===== config.mk =====
export PLATFORM = sky130hd
export DESIGN_NAME = fetch_queue
export DESIGN_NICKNAME = d
export VERILOG_FILES = /design/src/rtl/fetch_queue.sv
export SDC_FILE = /design/constraint.sdc
export NUM_CORES = 1
export LEC_CHECK = 0
export BUFFER_PORTS_ARGS = -buffer_cell sky130_fd_sc_hd__buf_4
export CAP_MARGIN = 20
export CORE_ASPECT_RATIO = 0.8
export CORE_MARGIN = 3
export CORE_UTILIZATION = 53
export CTS_CLUSTER_SIZE = 10
export DETAILED_ROUTE_END_ITERATION = 16
export GPL_ROUTABILITY_DRIVEN = 0
export PLACE_DENSITY = 0.77
export SLEW_MARGIN = 20
export SYNTH_ARGS = -nofsm -noshare
export SYNTH_HDL_FRONTEND = slang
export SYNTH_SLANG_ARGS = --single-unit

===== constraint.sdc =====
create_clock -name Clk -period 7.9 [get_ports Clk]
set_input_delay 0.395 -clock Clk [delete_from_list [all_inputs] [get_ports Clk]]
set_output_delay 0.395 -clock Clk [all_outputs]
set_load 0.1 [all_outputs]

===== src/rtl/fetch_queue.sv =====
// Four-entry instruction fetch queue between the PC/IMEM stage and decode.
// A taken-branch flush keeps only the delay-slot instruction.
module fetch_queue #(
    parameter int          DEPTH   = 4,
    parameter logic [31:0] PC_BASE = 32'h00003000
) (
    input  logic        Clk,
    input  logic        Reset,
    input  logic [31:0] Pc_In,
    input  logic [31:0] Instr_In,
    input  logic        Fetch_Valid_In,
    input  logic        Dec_Ready_In,
    input  logic        Flush_In,
    output logic [31:0] Instr_Out,
    output logic [31:0] Pc_Out,
    output logic [31:0] Pc8_Out,
    output logic        Valid_Out,
    output logic        Pause_Out,
    output logic [2:0]  Count_Out,
    output logic        Err_Out
);

    localparam logic [2:0] FULL = 3'(DEPTH);

    logic [31:0] instr_q [DEPTH];
    logic [31:0] pc_q    [DEPTH];

    logic [1:0]  rd_ptr_q, rd_ptr_d;
    logic [1:0]  wr_ptr_q, wr_ptr_d;
    logic [2:0]  count_q,  count_d;
    logic        err_q,    err_d;

    logic        valid;
    logic        pause;
    logic        pop;
    logic        push;
    logic [31:0] pc_byte;
    logic [2:0]  remain;
    logic [1:0]  cand_ptr;

    logic        wr_en;
    logic [1:0]  wr_idx;
    logic [31:0] wr_instr;
    logic [31:0] wr_pc;

    assign valid   = (count_q != 3'd0);
    assign pause   = (count_q == FULL);
    assign pop     = Dec_Ready_In & valid;
    assign push    = Fetch_Valid_In & ~pause & ~Flush_In;
    assign pc_byte = (Pc_In << 2) + PC_BASE;

    // Entries left after the branch (head) is consumed; the oldest one is the delay slot.
    assign remain   = count_q - {2'b00, pop};
    assign cand_ptr = rd_ptr_q + {1'b0, pop};

    always_comb begin
        rd_ptr_d = rd_ptr_q;
        wr_ptr_d = wr_ptr_q;
        count_d  = count_q;
        err_d    = 1'b0;
        wr_en    = 1'b0;
        wr_idx   = wr_ptr_q;
        wr_instr = Instr_In;
        wr_pc    = pc_byte;

        if (Flush_In) begin
            rd_ptr_d = 2'd0;
            if (remain != 3'd0) begin
                wr_en    = 1'b1;
                wr_idx   = 2'd0;
                wr_instr = instr_q[cand_ptr];
                wr_pc    = pc_q[cand_ptr];
                wr_ptr_d = 2'd1;
                count_d  = 3'd1;
            end else if (Fetch_Valid_In) begin
                wr_en    = 1'b1;
                wr_idx   = 2'd0;
                wr_ptr_d = 2'd1;
                count_d  = 3'd1;
            end else begin
                wr_ptr_d = 2'd0;
                count_d  = 3'd0;
                err_d    = 1'b1;
            end
        end else begin
            if (push) begin
                wr_en    = 1'b1;
                wr_ptr_d = wr_ptr_q + 2'd1;
            end
            if (pop) begin
                rd_ptr_d = rd_ptr_q + 2'd1;
            end
            count_d = count_q + {2'b00, push} - {2'b00, pop};
        end
    end

    always_ff @(posedge Clk) begin
        if (Reset) begin
            rd_ptr_q <= 2'd0;
            wr_ptr_q <= 2'd0;
            count_q  <= 3'd0;
            err_q    <= 1'b0;
        end else begin
            rd_ptr_q <= rd_ptr_d;
            wr_ptr_q <= wr_ptr_d;
            count_q  <= count_d;
            err_q    <= err_d;
        end
    end

    // Storage is never reset; the empty-queue output masking hides stale contents.
    always_ff @(posedge Clk) begin
        if (wr_en) begin
            instr_q[wr_idx] <= wr_instr;
            pc_q[wr_idx]    <= wr_pc;
        end
    end

    assign Instr_Out = valid ? instr_q[rd_ptr_q] : 32'd0;
    assign Pc_Out    = valid ? pc_q[rd_ptr_q] : 32'd0;
    assign Pc8_Out   = valid ? (pc_q[rd_ptr_q] + 32'd8) : 32'd0;
    assign Valid_Out = valid;
    assign Pause_Out = pause;
    assign Count_Out = count_q;
    assign Err_Out   = err_q;

endmodule

==> metrics.txt <==
status=completed; htree depth=1; synthesized net count=886; Initial Util=54.69%; final non-filler cell total=1302; FF/Latch Area=7893 um2; Post-synth EDFFs=256; Slew headroom=30.41%; CP top delay family=simple AND/OR/NAND/NOR gates; Core Rows=51; initial antenna violation count=1; clk root buf=clkbuf_16; CTS tree=yes; io pins=171; Max Cap Viol=0; area growth from synthesis to layout=17.61%; Clock power frac=26.8%; crit-path max cell delay=0.83 ns; area of the multi-input gates=5393 um2; commonest non-fill, non-tap cell in the layout=edfxtp_1; worst vdd ir=0.1794 mV; Fin Setup TNS=0 ns; WL/cell=24.05 um; largest net degree at the start of global routing=75; Seq pwr share=38.5%; most frequent cells in the layout=edfxtp_1, buf_4, mux4_2, nor2b_1, mux2_2; Worst Hold Class=input port to flop; sequential area share after synthesis=58.25%; final hold vios=0; Sw Ratio=36.98%; critical path startpoint category=flop; initial DRC count=894; Crit Path Category=flop to output pin; Die Width=184.7 um; Detailed Route WL=31310 um; share of cells above drive strength 1=39.06%; Fin Clk Skew=0.01169 ns; detailed-route via count=8235; slew at the pin closest to its max-slew limit=1.044 ns; DP Cell Count=1256; Max FO, Critical Path=37; Worst path slowest cell=dfxtp_4; die footprint=27510 um2; Yosys warnings=0; gr ovfl total=0; vias per cell=6.325; first-pass GRT wire length=48110 um; Clock Path Buffers=3; setup violators final=0; critical path's most frequent cell=buf_4; Final Instance Area=15930 um2; post-route ant nets=0; final net count=1044; Initial DRT Pass Iterations=8; placed inst area=15090 um2; Post-Synthesis Cell Area=13540 um2; Critical Path, Cell by Cell=buf_4 -> mux4_1 -> nand4_4 -> or4_4 -> or4_1 -> a21oi_1 -> buf_4; hold_buf cts=0; Max Clk Rate=212.0 MHz; HPWL after detailed placement=19240 um; Critical Path AT=4.32 ns; Buf/Inv on CP=2; IO Port Bufs=168; RSZ-0062 raised after global routing=no; Finished Core Util=64.32%; clk sinks=266; core area=24760 um2; filler cell count=1742; net switching power figure=1.650 mW; Leak=5.529 nW; GRT Total Usage=22.63%; power density over the cells=280.1 nW/um2; post-synthesis cell type count=49; post-CTS resize count=0; DRC=0; Inserted Clock Buffers=30; Skew-Pair Late Insertion Delay=0.54 ns; clk slew on worst S/H paths=0.05 ns; Worst Path Required=7.51 ns; Mean Syn Cell Area=16.68 um2; Main synth FF type=edfxtp_1; final hold slack=0.05276 ns; Combinational Power Share=34.6%; Post-CTS Repair Setup Buffers=0; crit end category=output pin; Final Max Slew Viols=0; internal power=2.812 mW; vias in the first global route=8435; Tcrit/Tclk final=59.70%; ys async rst share=0%; cell count after synthesis=812; synthesized flop and latch total=266; fin crit period=4.716 ns; die height=149.0 um
[flip-flops by register name (all words and copies together), names as in the netlist, named ones only]
name / cells
instr_q: 128
pc_q: 128
Count_Out: 3
rd_ptr_q: 2
wr_ptr_q: 2
Err_Out: 1
[cell usage after synthesis (all sizes together), types with 10 or more instances]
master | instances | share of area [%]
xnor2 | 17 | 1.1
nor2b | 63 | 2.9
mux2i | 16 | 1.2
a21oi | 27 | 1.0
o21ai | 10 | 0.37
edfxtp | 256 | 57
nor2 | 38 | 1.1
mux4 | 120 | 20
nand2 | 14 | 0.39
dfxtp | 10 | 1.5
nand3 | 15 | 0.55
nand4 | 12 | 0.78
clkbuf | 28 | 0.78
buf | 27 | 1.4
inv | 14 | 0.39
mux2 | 44 | 3.7
xor2 | 18 | 1.2
[per-stage QoR]
step                      power [mW]  setup slack, ns
after floorplan                2.959           0.7665
final                          4.461            3.184
after detailed placement       3.288            3.663
after global placement         3.273            3.684
after CTS                      4.490            3.089
after global routing           4.617            2.874
[power by group through the flow]
stage	logic, mW	registers, mW	clock network [mW]
after floorplan	1.21	1.75	0
after global placement	1.54	1.74	0
after detailed placement	1.54	1.74	0
after CTS	1.55	1.72	1.22
after global routing	1.61	1.73	1.28
final	1.55	1.72	1.20
[routing by layer]
metal,part of all wire [%],GRT usage [%],wire length (um),up-vias
met2,49,36.91,15360,327
met4,1.6,5.249,508,0
met5,0,0,0,-
li1,-,-,-,3616
met3,7.2,3.535,2240,38
met1,42,32.78,13210,4254
[path summary, 6_finish.rpt]
path | from | end | slack, ns | depth (start not counted)
max | flop | Pc8_Out[28] | 3.18 | 7
min | Fetch_Valid_In | Err_Out$_SDFF_PP0_ | 0.05 | 2
max reg2reg | Count_Out[2]$_SDFF_PP0_ | instr_q[2][14]$_DFFE_PP_ | 4.35 | 6
min reg2reg | wr_ptr_q[0]$_SDFFE_PP0P_ | wr_ptr_q[0]$_SDFFE_PP0P_ | 0.60 | 2
[cells by family (layout without fill, tap and decap cells)]
group                      after synthesis  in the layout  synth area share (%)
and+or+nand+nor                        198            198                 8.584
DFF                                    266            266                 58.25
other                                    0              1                     0
buffers and inverters                   69            240                 2.560
adders and majority gates                5              5                0.5175
xor gates and xnor gates                35             35                 2.264
muxes                                  180            180                 25.08
AOI/OAI and AO/OA                       59             59                 2.745
[area by class of cell]
type / count / share of cell area (%)
antenna: 1 / 0.01571
clock buffer: 44 / 5.178
clock inverter: 1 / 0.02357
inverter: 14 / 0.3300
multi-input combinational: 477 / 33.86
sequential: 266 / 49.56
tap: 318 / 2.498
timing repair buffer: 181 / 8.532
No activity file was read; power rests on OpenSTA's default activity.
